**config.mk**
```make
export PLATFORM = sky130hd
export DESIGN_NAME = pipeline_hazard_controller_flat
export DESIGN_NICKNAME = d
export VERILOG_FILES = /design/src/rtl/pipeline_hazard_controller_if.sv /design/src/rtl/pipeline_hazard_controller.sv /design/src/flat_wrapper.sv
export SDC_FILE = /design/constraint.sdc
export NUM_CORES = 1
export LEC_CHECK = 0
export CORE_MARGIN = 5
export CORE_UTILIZATION = 25
export DETAILED_ROUTE_END_ITERATION = 10
export PLACE_DENSITY_LB_ADDON = 0.05
export SLEW_MARGIN = 20
export SYNTH_ARGS = -nofsm -noshare
export SYNTH_HDL_FRONTEND = slang
export SYNTH_SLANG_ARGS = --single-unit
```
**constraint.sdc**
```tcl
create_clock -name clk -period 5.99 [get_ports clk]
set_clock_uncertainty 0.2 [all_clocks]
set_input_delay 1.198 -clock clk [delete_from_list [all_inputs] [get_ports clk]]
set_output_delay 1.198 -clock clk [all_outputs]
set_load 0.05 [all_outputs]
```
**src/rtl/pipeline_hazard_controller_if.sv**
```systemverilog
// Control bundle between the pipeline datapath and the hazard controller.
// The datapath side (master) supplies decode/execute/memory hazard
// information. The controller side (slave) returns PC select, enables and
// flush strobes.
interface pipeline_hazard_controller_if;
  logic [4:0] id_rs;
  logic [4:0] id_rt;
  logic       id_uses_rt;
  logic       id_jump;
  logic       id_jr;
  logic       ex_mem_read;
  logic [4:0] ex_rt;
  logic       mem_branch_taken;
  logic [1:0] pc_sel;
  logic       pc_enable;
  logic       if_id_enable;
  logic       if_id_flush;
  logic       id_ex_flush;
  logic       ex_mem_flush;

  modport master (
    output id_rs, id_rt, id_uses_rt, id_jump, id_jr, ex_mem_read, ex_rt,
           mem_branch_taken,
    input  pc_sel, pc_enable, if_id_enable, if_id_flush, id_ex_flush,
           ex_mem_flush
  );

  modport slave (
    input  id_rs, id_rt, id_uses_rt, id_jump, id_jr, ex_mem_read, ex_rt,
           mem_branch_taken,
    output pc_sel, pc_enable, if_id_enable, if_id_flush, id_ex_flush,
           ex_mem_flush
  );
endinterface

```
**src/rtl/pipeline_hazard_controller.sv**
```systemverilog
// Stall/flush/PC-select controller for a 5-stage MIPS pipeline.
//
// Priority of actions in any cycle: a taken branch in MEM, then a load-use
// stall, then a j/jal/jr redirect from ID.
//
// Optional macro HAZARD_PERF_COUNTERS_EN builds the saturating stall and
// redirect counters. When the macro is not defined, both counters read 0.
module pipeline_hazard_controller #(
  parameter int LOAD_USE_CYCLES = 1,
  parameter int CNT_WIDTH       = 32
) (
  input  logic                         clk,
  input  logic                         reset,
  pipeline_hazard_controller_if.slave  hz,
  output logic [CNT_WIDTH-1:0]         stall_count,
  output logic [CNT_WIDTH-1:0]         flush_count
);

  typedef enum logic {RUN, LU_STALL} state_t;

  // Bubbles still owed after the first stall cycle. This value is unused
  // when only a single bubble is configured.
  localparam logic [2:0] BCNT_INIT =
      (LOAD_USE_CYCLES > 1) ? 3'(LOAD_USE_CYCLES - 2) : 3'd0;

  state_t     state_q, state_d;
  logic [2:0] bcnt_q, bcnt_d;
  logic       lu;
  logic       stall_ev;
  logic       redirect_ev;
  logic [1:0] pc_sel;
  logic       pc_enable, if_id_enable;
  logic       if_id_flush, id_ex_flush, ex_mem_flush;

  // Load-use hazard: a load in EX writes a register that the ID instruction reads.
  // Register $0 is excluded because it never carries a real dependency.
  assign lu = hz.ex_mem_read && (hz.ex_rt != 5'd0) &&
              ((hz.ex_rt == hz.id_rs) ||
               (hz.id_uses_rt && (hz.ex_rt == hz.id_rt)));

  // Compute the next state and the same-cycle control outputs, in priority order.
  always_comb begin
    state_d      = state_q;
    bcnt_d       = bcnt_q;
    pc_sel       = 2'd0;
    pc_enable    = 1'b1;
    if_id_enable = 1'b1;
    if_id_flush  = 1'b0;
    id_ex_flush  = 1'b0;
    ex_mem_flush = 1'b0;
    stall_ev     = 1'b0;
    redirect_ev  = 1'b0;
    if (reset) begin
      state_d = RUN;
      bcnt_d  = 3'd0;
    end else if (hz.mem_branch_taken) begin
      // A taken branch squashes everything younger, including any stall in progress.
      pc_sel       = 2'd1;
      if_id_flush  = 1'b1;
      id_ex_flush  = 1'b1;
      ex_mem_flush = 1'b1;
      state_d      = RUN;
      bcnt_d       = 3'd0;
      redirect_ev  = 1'b1;
    end else if ((state_q == LU_STALL) || lu) begin
      // Hold PC and IF/ID, and send a bubble into EX. Jumps wait because ID is held.
      pc_enable    = 1'b0;
      if_id_enable = 1'b0;
      id_ex_flush  = 1'b1;
      stall_ev     = 1'b1;
      if (state_q == RUN) begin
        if (LOAD_USE_CYCLES > 1) begin
          state_d = LU_STALL;
          bcnt_d  = BCNT_INIT;
        end
      end else if (bcnt_q == 3'd0) begin
        state_d = RUN;
      end else begin
        bcnt_d = bcnt_q - 3'd1;
      end
    end else if (hz.id_jump || hz.id_jr) begin
      pc_sel      = hz.id_jr ? 2'd3 : 2'd2;
      if_id_flush = 1'b1;
      redirect_ev = 1'b1;
    end
  end

  // Register the FSM state and the bubble counter.
  always_ff @(posedge clk) begin
    if (reset) begin
      state_q <= RUN;
      bcnt_q  <= 3'd0;
    end else begin
      state_q <= state_d;
      bcnt_q  <= bcnt_d;
    end
  end

  assign hz.pc_sel       = pc_sel;
  assign hz.pc_enable    = pc_enable;
  assign hz.if_id_enable = if_id_enable;
  assign hz.if_id_flush  = if_id_flush;
  assign hz.id_ex_flush  = id_ex_flush;
  assign hz.ex_mem_flush = ex_mem_flush;

`ifdef HAZARD_PERF_COUNTERS_EN
  localparam logic [CNT_WIDTH-1:0] CNT_ONE = {{(CNT_WIDTH-1){1'b0}}, 1'b1};

  logic [CNT_WIDTH-1:0] stall_cnt_q, stall_cnt_d;
  logic [CNT_WIDTH-1:0] flush_cnt_q, flush_cnt_d;

  // Update the saturating performance counters. They stop at all-ones instead of wrapping.
  always_comb begin
    stall_cnt_d = stall_cnt_q;
    flush_cnt_d = flush_cnt_q;
    if (stall_ev && !(&stall_cnt_q)) stall_cnt_d = stall_cnt_q + CNT_ONE;
    if (redirect_ev && !(&flush_cnt_q)) flush_cnt_d = flush_cnt_q + CNT_ONE;
  end

  // Register the performance counters.
  always_ff @(posedge clk) begin
    if (reset) begin
      stall_cnt_q <= '0;
      flush_cnt_q <= '0;
    end else begin
      stall_cnt_q <= stall_cnt_d;
      flush_cnt_q <= flush_cnt_d;
    end
  end

  assign stall_count = stall_cnt_q;
  assign flush_count = flush_cnt_q;
`else
  logic unused_events;
  assign unused_events = stall_ev ^ redirect_ev;
  assign stall_count   = '0;
  assign flush_count   = '0;
`endif

endmodule

```
**src/flat_wrapper.sv**
```systemverilog
// flat-port wrapper written by rule: the top's interface ports become plain ports
module pipeline_hazard_controller_flat 
#(
  parameter int LOAD_USE_CYCLES = 1,
  parameter int CNT_WIDTH       = 32
)
  (clk, reset, stall_count, flush_count, hz_id_rs, hz_id_rt, hz_id_uses_rt, hz_id_jump, hz_id_jr, hz_ex_mem_read, hz_ex_rt, hz_mem_branch_taken, hz_pc_sel, hz_pc_enable, hz_if_id_enable, hz_if_id_flush, hz_id_ex_flush, hz_ex_mem_flush);
  pipeline_hazard_controller_if hz_i ();
  input  logic clk;
  input  logic reset;
  output logic [CNT_WIDTH-1:0] stall_count;
  output logic [CNT_WIDTH-1:0] flush_count;
  input wire logic [$bits(hz_i.id_rs)-1:0] hz_id_rs;
  input wire logic [$bits(hz_i.id_rt)-1:0] hz_id_rt;
  input wire logic [$bits(hz_i.id_uses_rt)-1:0] hz_id_uses_rt;
  input wire logic [$bits(hz_i.id_jump)-1:0] hz_id_jump;
  input wire logic [$bits(hz_i.id_jr)-1:0] hz_id_jr;
  input wire logic [$bits(hz_i.ex_mem_read)-1:0] hz_ex_mem_read;
  input wire logic [$bits(hz_i.ex_rt)-1:0] hz_ex_rt;
  input wire logic [$bits(hz_i.mem_branch_taken)-1:0] hz_mem_branch_taken;
  output wire logic [$bits(hz_i.pc_sel)-1:0] hz_pc_sel;
  output wire logic [$bits(hz_i.pc_enable)-1:0] hz_pc_enable;
  output wire logic [$bits(hz_i.if_id_enable)-1:0] hz_if_id_enable;
  output wire logic [$bits(hz_i.if_id_flush)-1:0] hz_if_id_flush;
  output wire logic [$bits(hz_i.id_ex_flush)-1:0] hz_id_ex_flush;
  output wire logic [$bits(hz_i.ex_mem_flush)-1:0] hz_ex_mem_flush;
  assign hz_i.id_rs = hz_id_rs;
  assign hz_i.id_rt = hz_id_rt;
  assign hz_i.id_uses_rt = hz_id_uses_rt;
  assign hz_i.id_jump = hz_id_jump;
  assign hz_i.id_jr = hz_id_jr;
  assign hz_i.ex_mem_read = hz_ex_mem_read;
  assign hz_i.ex_rt = hz_ex_rt;
  assign hz_i.mem_branch_taken = hz_mem_branch_taken;
  assign hz_pc_sel = hz_i.pc_sel;
  assign hz_pc_enable = hz_i.pc_enable;
  assign hz_if_id_enable = hz_i.if_id_enable;
  assign hz_if_id_flush = hz_i.if_id_flush;
  assign hz_id_ex_flush = hz_i.id_ex_flush;
  assign hz_ex_mem_flush = hz_i.ex_mem_flush;
  pipeline_hazard_controller #(.LOAD_USE_CYCLES(LOAD_USE_CYCLES), .CNT_WIDTH(CNT_WIDTH)) u_core (.clk(clk), .reset(reset), .hz(hz_i), .stall_count(stall_count), .flush_count(flush_count));
endmodule
```
==> Implementation_results.wiki, run 1 <==
{| class="wikitable"
! Metric !! Value
|-
| Die Wd || 70.3 microns
|-
| Total routed wire length on the met1 layer || 485 microns
|-
| Max-slew violation total from the final report || 0
|-
| Overall Power || 216 uW
|-
| Share of synthesized cell area in and, or, nand and nor gates || 10.9%
|-
| Critical path's top delay family || buffers and inverters
|-
| Period utilisation layout || 82.9%
|-
| Antenna Diode Count || 0
|-
| Mapped Area || 910 sq um
|-
| Number of buffers between clock root and the deepest sink || 2
|-
| Worst Setup EP || hz_pc_enable
|-
| Grt ovf || 0
|-
| Clock tree from TritonCTS || done
|-
| CP bufs+invs || 2
|-
| Count of unresolved DRC violations after routing || 0
|-
| Clock network latency to the later pin of the worst-skew pair || 0.21 ns
|-
| Cells on worst reg2reg path || 6
|-
| Stages on the worst setup path || 6
|-
| Smallest setup slack after layout || 1.02 ns
|-
| Clock buffers created by TritonCTS || 3
|-
| Post-detailed-route via-to-cell ratio || 3.22
|-
| Clk root buf || clkbuf_8
|-
| Arrival @ worst endpoint || 3.57 ns
|-
| Area fraction in compound gates after synthesis || 11.7%
|-
| Crit. Startpoint || hz_ex_rt[1]
|-
| Antenna violations before repair || 0
|-
| Combinational family with the most area after synthesis || buffers and inverters
|-
| Library cell occupying the most area in the post-synthesis netlist || buf_4
|-
| Dominant synthesized flop cell || dfxtp_1
|-
| Capturing element type of the critical path || primary output
|-
| Max IR drop VDD || 0.0000523 V
|-
| Max stage delay on crit path || 0.86 ns
|-
| Setup violations, final || 0
|-
| Highest routed layer || met4
|-
| Number of flip-flops and latches in the synthesized netlist || 4
|-
| Headroom to the max-slew limit || 64.7%
|-
| Status || finished, final reports clean
|-
| Layout cell share with drive strength beyond 1 || 4.79%
|-
| Post-synthesis xor/xnor area fraction || 10.6%
|-
| Row cnt || 22
|-
| Vias after detailed routing || 625
|-
| Via count of the first global-routing pass || 590
|-
| Wire length of the first global-routing pass || 2.48 mm
|-
| CTS clk-pin slew, worst paths || 0.03 ns
|-
| Final hold violations || 0
|-
| Count of cells resized by post-cts repair || 0
|-
| Total met2 wirelength after detailed routing || 935 microns
|-
| Most common cell after layout, fill and taps aside || conb_1
|-
| WP data required || 4.59 ns
|-
| Gr usage total || 6.31%
|-
| Sinks on Clock Net || 4
|-
| Average wire per standard cell || 8.99 microns
|-
| Worst slack at placement || 1.01 ns
|-
| First-pass iteration count of the detailed router || 2
|-
| Worst min-delay path category || register to register
|-
| Nature of the critical path startpoint || input pin
|-
| Yosys top cell area share || 53.6%
|-
| Cell with the largest stage delay on the worst path || clkdlybuf4s50_1
|-
| Maximum level of the CTS H-tree || 1
|-
| Smallest hold slack || 0.291 ns
|-
| Area overhead of the layout relative to synthesis || 14.3%
|-
| Met3 WL || 307 microns
|-
| Total of hold buffers inserted after clock tree synthesis || 0
|-
| Arithmetic-cell share of the synthesized area counting full adders, half adders and majority gates || 2.75%
|-
| Least-Margin Pin Slew || 0.528 ns
|-
| Setup slack on the worst flop-to-flop path || 4.30 ns
|-
| HPWL after detailed placement || 1.69 mm
|-
| Top cell by count, worst path || clkdlybuf4s50_1
|-
| Number of nets still failing antenna checks after routing || 0
|-
| Critical path cell sequence || clkdlybuf4s50_1, or4_4, o21ai_4, nor2_1, a22oi_1, clkdlybuf4s50_1
|-
| I/O pin total || 93
|-
| Post-synthesis async set-or-reset flop share || 0%
|-
| MaxCap Viol Count || 0
|-
| Total core area || 3610 sq um
|-
| Drt total wl || 1.75 mm
|-
| Reported leakage power || 0.471 nW
|-
| # nets final || 172
|-
| Port Buf Inserts || 28
|-
| Reg-to-reg critical path endpoint || u_core.bcnt_q[1]
|-
| Mux share of post-synthesis cell area || 0%
|-
| Final-layout setup total negative slack || 0 ns
|-
| Leading post-synthesis cells by cell area || buf_4, xnor2_1, dfxtp_1
|-
| RSZ-0062 raised after global routing || no
|-
| Distinct cells, synth || 27
|-
| Number of DRC violations after detailed-routing iteration 0 || 6
|-
| Post-CTS Repair Setup Buffers || 0
|-
| Power density cells || 208 nW/um^2
|-
| Syn_area_per_cell || 7.77 sq um
|-
| Highest fanout seen on the critical path || 5
|-
| Leading cell types in the layout, fill and taps excluded || conb_1, clkdlybuf4s50_1, xnor2_1, nor2_1, dfxtp_1
|-
| Effective utilization at floorplan || 25.2%
|-
| Startpoint of the worst register-to-register path || u_core.bcnt_q[0]
|-
| Achievable Freq || 201 MHz
|-
| Type of the worst setup path || input pin to primary output
|-
| Sequential share of the synthesized area || 8.80%
|-
| Number of enable flip-flop cells after synthesis || 0
|-
| Clock period minus worst slack || 4.97 ns
|-
| Area enclosed by the die boundary || 4940 sq um
|-
| Pin count of the biggest net entering global routing || 8
|-
| Mapped Cells || 117
|-
| Gpl congestion || 0.743
|-
| YS warnings || 0
|-
| Number of fillers in the final layout || 435
|-
| Chip Height || 70.3 microns
|}
-- power breakdown --
| part | switching (mW) | leakage (nW) | total (mW) | internal [mW] |
|---|---|---|---|---|
| clock | 0.0123 | 0.0216 | 0.0550 | 0.0427 |
| sequential | 0 | 0.0322 | 0.0268 | 0.0268 |
| combinational | 0.110 | 0.417 | 0.134 | 0.0244 |
| total | 0.122 | 0.471 | 0.216 | 0.0939 |
-- state kept, by name (all words and copies together) (netlist names) --
name            cells
u_core.bcnt_q       3
u_core.state_q      1
-- cell usage after synthesis, drive strengths merged (2+ instances only) --
master  number
buf         65
nor2b        2
ha           2
nand2        2
nor2         9
inv          3
dfxtp        4
xnor2       11
a211oi       3
-- worst min path at each step --
| stage | slack (ns) | end | cells past startpoint | startpoint |
|---|---|---|---|---|
| 2_1_floorplan | 0.28 | u_core.bcnt_q[1] | 2 | u_core.bcnt_q[1] |
| 3_3_place_gp | 0.29 | u_core.bcnt_q[1] | 2 | u_core.bcnt_q[1] |
| 4_1_cts | 0.30 | u_core.bcnt_q[2] | 2 | u_core.bcnt_q[2] |
| 6_report | 0.29 | u_core.bcnt_q[2] | 2 | u_core.bcnt_q[2] |
| 3_5_place_dp | 0.29 | u_core.bcnt_q[2] | 2 | u_core.bcnt_q[2] |
| 5_1_grt | 0.34 | u_core.bcnt_q[1] | 2 | u_core.bcnt_q[1] |
-- cell families after synthesis --
family,count (synthesis)
adders and majority gates,2
DFF,4
other,1
and+or+nand+nor,19
AOI/OAI and AO/OA,12
buffers and inverters,68
xor gates and xnor gates,11
-- worst register-to-register path, cell delays in order, from the launching register on --
cell,delay [ns]
dfxtp_1,0.33
inv_1,0.05
ha_1,0.19
ha_1,0.18
nor2b_1,0.33
nor2_1,0.08
a211oi_1,0.24
-- routing by layer --
metal / vias up / GRT usage, %
met5: - / 0
met4: 0 / 2.55
met3: 4 / 4.46
met2: 44 / 10.8
met1: 273 / 5.70
li1: 304 / -
-- metrics by stage --
stage | utilization (%) | area [sq um] | instances
floorplan | - | 1150 | 180
global placement | 27.7 | 998 | 191
detailed placement | 27.7 | 998 | 191
CTS | 28.8 | 1040 | 194
global route | 28.8 | 1040 | 194
finish | 28.8 | 1040 | 194
-- layout make-up --
cell class                 count  area [sq um]  share of cell area (%)
inverter                       3          11.3                    1.08
timing repair buffer          28           280                    27.0
tap                           48          60.1                    5.78
multi-input combinational    108           567                    54.5
clock buffer                   3          41.3                    3.97
sequential                     4          80.1                    7.70
(Power assumes the default switching activity.)
==> inputs of run 2 (changes only) <==
Clock period 5.99 ns to 4.1 ns, I/O delays scaled along.
==> run 2 against run 1 <==
Final cell count up 0.52%. Register-to-register slack worse by 1.9 ns. Die area unchanged. Core utilization up 1.9 points. Design area rose by 6.5%. Sequential share of layout area down 0.47 points. Combinational power rose by 53%. Sequential power grew 46%. Count of clock-buffer cells in the layout unchanged. Total power is 50% higher. Critical path type unchanged.
==> Implementation_results.wiki, run 2 (synthesis gave the netlist of run 1 again) <==
{| class="wikitable"
! Metric !! Value
|-
| Sinks on Clock Net || 4 (unchanged)
|-
| Combinational fraction of design power || 63.0% (+0.9 points)
|-
| Die Wd || 70.3 microns (unchanged)
|-
| Chip Height || 70.3 microns (unchanged)
|-
| Vias after detailed routing || 615 (-1.6%)
|-
| Status || finished, final reports clean
|-
| Post-CTS Repair Setup Buffers || 0 (unchanged)
|-
| Worst min-delay path category || register to register
|-
| I/O pin total || 93 (unchanged)
|-
| HPWL after detailed placement || 1.72 mm (+1.4%)
|-
| Row cnt || 22 (unchanged)
|-
| Area enclosed by the die boundary || 4940 sq um (unchanged)
|-
| Gpl congestion || 0.677 (-8.8%)
|-
| Most common cell after layout, fill and taps aside || conb_1
|-
| Post-detailed-route via-to-cell ratio || 3.15 (-2.1%)
|-
| Clock tree from TritonCTS || done
|-
| Sequential Area || 80.1 sq um (unchanged)
|-
| Share of the core filled with cells || 30.7% (+1.9 points)
|-
| Number of flip-flops under the largest register name || 3 (unchanged)
|-
| WP data required || 3.08 ns (-1.51 ns)
|-
| Drt total wl || 1.81 mm (+3.7%)
|-
| Port Buf Inserts || 28 (unchanged)
|-
| Number of buffers between clock root and the deepest sink || 2 (unchanged)
|-
| Combined area of the multi-input logic cells || 567 sq um (unchanged)
|-
| Pin count of the biggest net entering global routing || 8 (unchanged)
|-
| Clock network latency to the later pin of the worst-skew pair || 0.21 ns (about the same)
|-
| Count of cells resized by post-cts repair || 0 (unchanged)
|-
| Type of the worst setup path || input pin to primary output
|-
| Cell Int Power || 144 uW (+53%)
|-
| Via count of the first global-routing pass || 608 (+3.1%)
|-
| First-pass iteration count of the detailed router || 3 (+1)
|-
| Least-Margin Pin Slew || 0.519 ns (-0.00945 ns)
|-
| Net load switching power || 181 uW (+48%)
|-
| Total core area || 3610 sq um (unchanged)
|-
| Sequential group share of total power || 12.1% (-0.3 points)
|-
| Number of nets still failing antenna checks after routing || 0 (unchanged)
|-
| Final hold violations || 0 (unchanged)
|-
| Headroom to the max-slew limit || 65.3% (+0.63 points)
|-
| Number of DRC violations after detailed-routing iteration 0 || 4 (-2)
|-
| Total of hold buffers inserted after clock tree synthesis || 0 (unchanged)
|-
| Wire length of the first global-routing pass || 2.69 mm (+8.3%)
|-
| Average wire per standard cell || 9.28 microns (+3.1%)
|-
| Reported leakage power || 0.508 nW (+8.0%)
|-
| Antenna violations before repair || 0 (unchanged)
|-
| Max-slew violation total from the final report || 0 (unchanged)
|-
| Period utilisation layout || 88.0%
|-
| Clock period minus worst slack || 3.61 ns
|-
| Setup violations, final || 0 (unchanged)
|-
| Max IR drop VDD || 0.0000751 V (+44%)
|-
| MaxCap Viol Count || 0 (unchanged)
|-
| Gr usage total || 6.61% (+0.30 points)
|-
| Antenna Diode Count || 0 (unchanged)
|-
| Highest fanout seen on the critical path || 5 (unchanged)
|-
| Final-layout setup total negative slack || 0 ns (unchanged)
|-
| Nature of the critical path startpoint || input pin
|-
| Achievable Freq || 277 MHz
|-
| Capturing element type of the critical path || primary output
|-
| Clk root buf || clkbuf_8
|-
| Power density cells || 293 nW/um^2 (+41%)
|-
| Grt ovf || 0 (unchanged)
|-
| Arrival @ worst endpoint || 2.59 ns (-0.98 ns)
|-
| Area overhead of the layout relative to synthesis || 21.7%
|-
| Layout cell share with drive strength beyond 1 || 9.52% (+4.7 points)
|-
| RSZ-0062 raised after global routing || no
|-
| Count of unresolved DRC violations after routing || 0 (unchanged)
|-
| Effective utilization at floorplan || 25.2% (unchanged)
|-
| CTS clk-pin slew, worst paths || 0.03 ns (about the same)
|-
| Register with the most flip-flops || u_core.bcnt_q
|-
| Switching part of the total || 55.8% (-0.74 points)
|-
| Leading cell types in the layout, fill and taps excluded || conb_1, clkdlybuf4s50_1, xnor2_1, nor2_1, buf_12
|-
| Clock buffers created by TritonCTS || 3 (unchanged)
|-
| Maximum level of the CTS H-tree || 1 (unchanged)
|-
| Proportion of power drawn by the clock network || 24.9% (-0.5 points)
|-
| Number of fillers in the final layout || 427 (-1.8%)
|-
| # nets final || 173 (+0.58%)
|-
| Registers with the most flip-flops || u_core.bcnt_q x3, u_core.state_q x1
|}
==> run 2: cell types whose count changed in the layout (fill, tap and decap cells not counted) <==
cell / previous run / this run
buf_12: 0 / 6
buf_4: 0 / 1
clkdlybuf4s50_1: 28 / 22
==> run 2: layout make-up <==
cell class | instances | area share, %
clock buffer | 3 | 3.73
tap | 48 | 5.42
inverter | 3 | 1.02
multi-input combinational | 108 | 51.2
sequential | 4 | 7.23
timing repair buffer | 29 | 31.4
==> run 2: metal layers <==
layer  vias up  part of all wire [%]  global-route usage (%)
met5         -                     0                       0
met4         0                     0                    1.91
met3         0                    18                    5.04
met2        42                    51                    11.1
met1       267                    31                    6.22
li1        306                     -                       -
==> run 2: path summary, 6_finish.rpt <==
path	startpoint	to	slack, ns	cells after the start
hold reg to reg	u_core.bcnt_q[2]	u_core.bcnt_q[2]	0.29	2
setup reg to reg	u_core.bcnt_q[0]	u_core.bcnt_q[1]	2.44	6
hold / removal	u_core.bcnt_q[2]	u_core.bcnt_q[2]	0.29	2
setup / recovery	hz_ex_rt[1]	hz_if_id_flush	0.49	6
==> run 2: power by group through the flow <==
stage	registers (mW)	logic [mW]	clock network [mW]
floorplan	0.0397	0.208	0
global placement	0.0397	0.204	0
detailed placement	0.0397	0.204	0
CTS	0.0392	0.204	0.0831
global route	0.0392	0.213	0.0880
finish	0.0392	0.205	0.0810
==> run 2: through the flow <==
step	instance area, sq um	hold slack, ns	worst slack (ns)	cells	power (mW)
after floorplan	1150	0.278	0.308	180	0.247
after global placement	1070	0.287	0.487	192	0.244
after detailed placement	1070	0.292	0.478	192	0.243
after CTS	1110	0.297	0.454	195	0.326
after global routing	1110	0.325	0.382	195	0.340
final	1110	0.295	0.494	195	0.325
==> run 2: critical path: stages <==
cell and delay [ns]:
clkdlybuf4s50_1 0.47, or4_4 0.57, o21ai_4 0.20, nor2_2 0.05, a211oi_2 0.30, buf_12 0.18
==> inputs of run 3 (changes only) <==
Settings changed: CORE_MARGIN 5 to default.
==> run 3 against run 2 <==
Combinational power is essentially flat. Core utilization rose by 0.87 points. Wire length decreased by 18%. Total power shrank 11%. Die area down 21%. Worst setup slack worse by 0.13 ns. First-iteration DRC count is 100% higher. Final cell count is 1.5% lower. Clock power down 41%. Critical path type unchanged.
==> Implementation_results.wiki, run 3 (synthesis gave the netlist of run 1 again) <==
{| class="wikitable"
! Metric !! Value
|-
| Type of the worst setup path || input pin to primary output
|-
| Total of hold buffers inserted after clock tree synthesis || 0 (unchanged)
|-
| Setup violations, final || 0 (unchanged)
|-
| Row cnt || 21 (-4.5%)
|-
| CTS clk-pin slew, worst paths || 0.04 ns (about the same)
|-
| Critical path cell sequence || clkdlybuf4s50_1, or4_4, o21ai_4, nor2_1, a22oi_1, buf_12
|-
| Combinational fraction of design power || 70.1% (+7.1 points)
|-
| Cell Int Power || 114 uW (-21%)
|-
| Number of fillers in the final layout || 393 (-8.0%)
|-
| MaxCap Viol Count || 0 (unchanged)
|-
| Share of the core filled with cells || 31.6% (+0.87 points)
|-
| Register with the most flip-flops || u_core.bcnt_q
|-
| Capturing element type of the critical path || primary output
|-
| Gr usage total || 7.59% (+0.99 points)
|-
| Max stage delay on crit path || 0.57 ns (about the same)
|-
| Reg-to-reg critical path endpoint || u_core.bcnt_q[1]
|-
| Count of unresolved DRC violations after routing || 0 (unchanged)
|-
| Total core area || 3420 sq um (-5.3%)
|-
| Net load switching power || 176 uW (-2.8%)
|-
| HPWL after detailed placement || 1.39 mm (-19%)
|-
| Sequential Area || 80.1 sq um (unchanged)
|-
| RSZ-0062 raised after global routing || no
|-
| Setup slack on the worst flop-to-flop path || 2.41 ns (-0.03 ns)
|-
| Chip Height || 62.3 microns (-11%)
|-
| Cells on worst reg2reg path || 6 (unchanged)
|-
| Post-CTS Repair Setup Buffers || 0 (unchanged)
|-
| Arrival @ worst endpoint || 2.72 ns (+0.13 ns)
|-
| Vias after detailed routing || 618 (+0.49%)
|-
| Max IR drop VDD || 0.0000753 V (+0.25%)
|-
| Proportion of power drawn by the clock network || 16.4% (-8.5 points)
|-
| CP bufs+invs || 2 (unchanged)
|-
| WP data required || 3.08 ns (about the same)
|-
| Clock network latency to the later pin of the worst-skew pair || 0.23 ns (+0.02 ns)
|-
| I/O pin total || 93 (unchanged)
|-
| Area overhead of the layout relative to synthesis || 18.6%
|-
| Maximum level of the CTS H-tree || 1 (unchanged)
|-
| Via count of the first global-routing pass || 511 (-16%)
|-
| Worst min-delay path category || register to register
|-
| Die Wd || 62.3 microns (-11%)
|-
| Port Buf Inserts || 28 (unchanged)
|-
| Cell with the largest stage delay on the worst path || or4_4
|-
| Achievable Freq || 267 MHz (-3.6%)
|-
| Highest fanout seen on the critical path || 5 (unchanged)
|-
| Combined area of the multi-input logic cells || 567 sq um (unchanged)
|-
| Number of nets still failing antenna checks after routing || 0 (unchanged)
|-
| Final hold violations || 0 (unchanged)
|-
| Pin count of the biggest net entering global routing || 8 (unchanged)
|-
| Grt ovf || 0 (unchanged)
|-
| Max-slew violation total from the final report || 0 (unchanged)
|-
| Endpoint of the worst hold path || u_core.bcnt_q[2]
|-
| Number of buffers between clock root and the deepest sink || 2 (unchanged)
|-
| Number of flip-flops under the largest register name || 3 (unchanged)
|-
| Gpl congestion || 0.661 (-2.3%)
|-
| Clock tree from TritonCTS || done
|-
| Headroom to the max-slew limit || 66.3% (+0.97 points)
|-
| Startpoint of the worst register-to-register path || u_core.bcnt_q[0]
|-
| Sequential group share of total power || 13.5% (+1.4 points)
|-
| Number of DRC violations after detailed-routing iteration 0 || 8 (+4)
|-
| Smallest setup slack after layout || 0.360 ns (-0.133 ns)
|-
| Leading cell types in the layout, fill and taps excluded || conb_1, clkdlybuf4s50_1, xnor2_1, nor2_1, buf_12
|-
| Layout cell share with drive strength beyond 1 || 8.90% (-0.62 points)
|-
| Switching part of the total || 60.8% (+5.0 points)
|-
| Power density cells || 269 nW/um^2 (-8.4%)
|-
| Most common cell after layout, fill and taps aside || conb_1
|-
| Critical path's top delay family || buffers and inverters
|-
| First-pass iteration count of the detailed router || 3 (unchanged)
|-
| Sinks on Clock Net || 4 (unchanged)
|-
| Least-Margin Pin Slew || 0.504 ns (-0.0145 ns)
|-
| Drt total wl || 1.49 mm (-18%)
|-
| Antenna violations before repair || 0 (unchanged)
|-
| Period utilisation layout || 91.2% (+3.3 points)
|-
| Post-detailed-route via-to-cell ratio || 3.22 (+2.1%)
|-
| Area enclosed by the die boundary || 3880 sq um (-21%)
|-
| Crit. Startpoint || hz_ex_rt[1]
|-
| Clock period minus worst slack || 3.74 ns (+0.133 ns)
|-
| Final-layout setup total negative slack || 0 ns (unchanged)
|-
| Average wire per standard cell || 7.74 microns (-17%)
|-
| Worst min-delay path startpoint || u_core.bcnt_q[2]
|-
| Reported leakage power || 0.496 nW (-2.3%)
|-
| Nature of the critical path startpoint || input pin
|-
| Registers with the most flip-flops || u_core.bcnt_q x3, u_core.state_q x1
|-
| Effective utilization at floorplan || 26.6% (+1.4 points)
|-
| Status || finished, final reports clean
|-
| Wire length of the first global-routing pass || 2.24 mm (-17%)
|-
| Number of stages on the worst hold path || 2 (unchanged)
|-
| Worst slack at placement || 0.357 ns (-0.121 ns)
|-
| Clk root buf || clkbuf_4
|-
| Clock buffers created by TritonCTS || 3 (unchanged)
|-
| # nets final || 172 (-0.58%)
|-
| Count of cells resized by post-cts repair || 0 (unchanged)
|-
| Antenna Diode Count || 0 (unchanged)
|}
## run 3: how the worst max path moves through the flow
stage	endpoint	slack (ns)	cells after the start
global placement	hz_if_id_enable	0.37	6
floorplan	hz_pc_enable	0.31	5
finish	hz_if_id_enable	0.36	6
detailed placement	hz_if_id_enable	0.36	6
CTS	hz_if_id_enable	0.36	6
global route	hz_if_id_enable	0.28	6
## run 3: worst min-delay path: stages (launching register included)
cell	delay (ns)
dfxtp_1	0.30
nor2_1	0.10
a211oi_1	0.05
## run 3: area by class of cell
type | instances | area share (%)
Clock buffer | 3 | 2.09
Inverter | 3 | 1.04
Multi-Input combinational cell | 108 | 52.6
Sequential cell | 4 | 7.42
Tap cell | 46 | 5.34
Timing Repair Buffer | 28 | 31.6
## run 3: power groups by stage
stage / logic [mW] / registers [mW] / clock network [mW]
2_1_floorplan: 0.208 / 0.0397 / 0
3_3_place_gp: 0.204 / 0.0397 / 0
3_5_place_dp: 0.203 / 0.0397 / 0
4_1_cts: 0.203 / 0.0391 / 0.0501
5_1_grt: 0.212 / 0.0391 / 0.0553
6_report: 0.203 / 0.0391 / 0.0475
## run 3: stage by stage
stage | hold slack, ns | power, mW | cells | cell area (sq um)
final | 0.297 | 0.290 | 192 | 1080
after global routing | 0.340 | 0.306 | 192 | 1080
after CTS | 0.300 | 0.292 | 192 | 1080
after detailed placement | 0.298 | 0.243 | 189 | 1060
after global placement | 0.285 | 0.243 | 189 | 1060
after floorplan | 0.278 | 0.247 | 180 | 1150
## run 3: metal layers
| layer | wire length (microns) | vias to the layer above | GRT usage (%) |
|---|---|---|---|
| met4 | 0 | 0 | 2.62 |
| met3 | 295 | 0 | 7.17 |
| met5 | 0 | - | 0 |
| li1 | - | 306 | - |
| met2 | 673 | 51 | 12.0 |
| met1 | 519 | 261 | 6.84 |
==> edit (settings of run 2) <==
`CNT_WIDTH` is set to 32 in 2 places; all go to 16.
--- a/src/rtl/pipeline_hazard_controller.sv
+++ b/src/rtl/pipeline_hazard_controller.sv
@@ -8,5 +8,5 @@
 module pipeline_hazard_controller #(
   parameter int LOAD_USE_CYCLES = 1,
-  parameter int CNT_WIDTH       = 32
+  parameter int CNT_WIDTH       = 16
 ) (
   input  logic                         clk,
--- a/src/flat_wrapper.sv
+++ b/src/flat_wrapper.sv
@@ -3,5 +3,5 @@
 #(
   parameter int LOAD_USE_CYCLES = 1,
-  parameter int CNT_WIDTH       = 32
+  parameter int CNT_WIDTH       = 16
 )
   (clk, reset, stall_count, flush_count, hz_id_rs, hz_id_rt, hz_id_uses_rt, hz_id_jump, hz_id_jr, hz_ex_mem_read, hz_ex_rt, hz_mem_branch_taken, hz_pc_sel, hz_pc_enable, hz_if_id_enable, hz_if_id_flush, hz_id_ex_flush, hz_ex_mem_flush);
Ports: changed (resized flush_count and stall_count); port bits go from 93 to 61. The function was not compared with the original's and may differ.
==> edit against run 2 <==
- area after synthesis fell by 26%
- sequential cell count did not move
- first-iteration DRC count rose to 4.0 times the old value
- final area shrank 15%
- setup slack got worse by 0.013 ns
- count of clock-buffer cells in the layout unchanged
- wire length shrank 20%
- power shrank 30%
- via count fell by 15%
- critical path depth is the same
==> edit: results (changes against run 2) <==
[layout]
fill_cells = 268  ; -37%
reg_top3 = u_core.bcnt_q: 3 flops, u_core.state_q: 1 flops
finalNonFillerCells = 145  ; -26%
drive_above_1_share = 0.122  ; +0.0265
nNetsFinal = 141  ; -18%
num_antenna_cells = 0  ; unchanged

[power]
ir_worst_vdd_mv = 0.127  ; +69%
leakage_nw = 0.397  ; -22%

[routing]
antenna_left = 0  ; unchanged
vias = 525  ; -15%
wl_per_cell_um = 9.96  ; +7.3%
drt_first_pass_iters = 4  ; +1
drt_iter0_drc = 16  ; +12

[synth]
avgSynthCellArea_um2 = 7.88  ; +1.3%
yosysSeqAreaShare = 0.120  ; +0.0316
synth.distinct_cells = 27  ; unchanged
synth_ff_type = dfxtp_1
synth-async-reset-ratio = 0  ; unchanged
synthTopCellsByArea = buf_4 (37%), xnor2_1 (14%), dfxtp_1 (12%)
synth_common_cells = buf_4 (33), xnor2_1 (11), nor2_1 (8)
synth-warning-count = 0  ; unchanged

[global_route]
grt_usage = 0.0749  ; +0.00885
grt_pass1_wl_mm = 2.17  ; -20%
met2_usage = 0.135  ; +0.0233
use_met1 = 0.0741  ; +0.0119
grt_pass1_vias = 501  ; -18%
grt-ovfl-total = 0  ; unchanged
grtUsageMet3 = 0.0496  ; -0.000773
grt_max_degree = 8  ; unchanged
antenna_found_initial = 0  ; unchanged

[cts]
cts_setup_buffers = 0  ; unchanged
cts_buffers = 3  ; unchanged
path_clk_slew_ns = 0.04
clockRootBuffer = clkbuf_4
cts_resized = 0  ; unchanged
clockBufferDepth = 2  ; unchanged
clk_latency_ns = 0.23  ; +0.02 ns
htree_levels = 1  ; unchanged

[critical_path]
endpoint = hz_if_id_flush
worstReg2RegStart = u_core.bcnt_q[0]$_SDFFE_PP0P_
crit_type = input port to output port
crit_fanout = 5  ; unchanged
reg2reg_depth = 6  ; unchanged
reg2reg_setup_slack_ns = 2.46  ; +0.02 ns
timing.rr.end = u_core.bcnt_q[1]$_SDFFE_PP0P_
setup.worst_path.start = hz_ex_rt[1]

[place]
hpwl_mm = 1.37  ; -20%
port_buffers = 28  ; unchanged
routabilityCongestion = 0.745  ; +10%

[outcome]
status = finished, final reports clean

[min_path]
min_path_type = flop to flop

==> edit: final cells by class <==
cell class,count,share of cell area
Multi-Input combinational cell,76,0.472
Tap cell,30,0.0397
Sequential cell,4,0.0847
Clock buffer,3,0.0238
Timing Repair Buffer,29,0.368
Inverter,3,0.0119
==> edit: metrics by stage <==
stage	power [mW]	setup slack, ns	area (µm²)
5_1_grt	0.242	0.347	946
2_1_floorplan	0.160	0.308	786
6_report	0.228	0.480	946
4_1_cts	0.231	0.437	946
3_3_place_gp	0.180	0.437	923
3_5_place_dp	0.179	0.439	923
==> edit: logic make-up after synthesis <==
kind of cell | count (synthesis) | synth area share
buffers and inverters | 36 | 0.387
adders and majority gates | 2 | 0.0374
other | 1 | 0.00560
AOI/OAI and AO/OA | 12 | 0.159
and+or+nand+nor | 19 | 0.148
DFF | 4 | 0.120
xor gates and xnor gates | 11 | 0.144
==> edit: critical path: stages <==
cell and delay (ns):
clkdlybuf4s50_1 0.47, or4_4 0.57, o21ai_4 0.20, nor2_2 0.05, a211oi_2 0.30, buf_12 0.18
==> edit: report_power, final <==
| group | internal [mW] | switching, mW |
|---|---|---|
| registers | 0.0391 | 0 |
| logic | 0.0420 | 0.0975 |
| clock network | 0.0328 | 0.0165 |
==> edit: metal layers <==
layer  up-vias  part of all wire  wire [µm]
li1        274                 -          -
met1       220              0.33        474
met2        29              0.53        772
met3         2              0.13        194
met4         0            0.0028          4
met5         -                 0          0
==> edit: how the worst min path moves through the flow <==
stage,end,slack (ns),depth (start not counted),start
floorplan,u_core.bcnt_q[1]$_SDFFE_PP0P_,0.28,2,u_core.bcnt_q[1]$_SDFFE_PP0P_
global placement,u_core.bcnt_q[1]$_SDFFE_PP0P_,0.29,2,u_core.bcnt_q[1]$_SDFFE_PP0P_
detailed placement,u_core.bcnt_q[2]$_SDFFE_PP0P_,0.29,2,u_core.bcnt_q[2]$_SDFFE_PP0P_
CTS,u_core.bcnt_q[2]$_SDFFE_PP0P_,0.30,2,u_core.bcnt_q[2]$_SDFFE_PP0P_
global route,u_core.bcnt_q[1]$_SDFFE_PP0P_,0.33,2,u_core.bcnt_q[1]$_SDFFE_PP0P_
finish,u_core.bcnt_q[2]$_SDFFE_PP0P_,0.29,2,u_core.bcnt_q[2]$_SDFFE_PP0P_
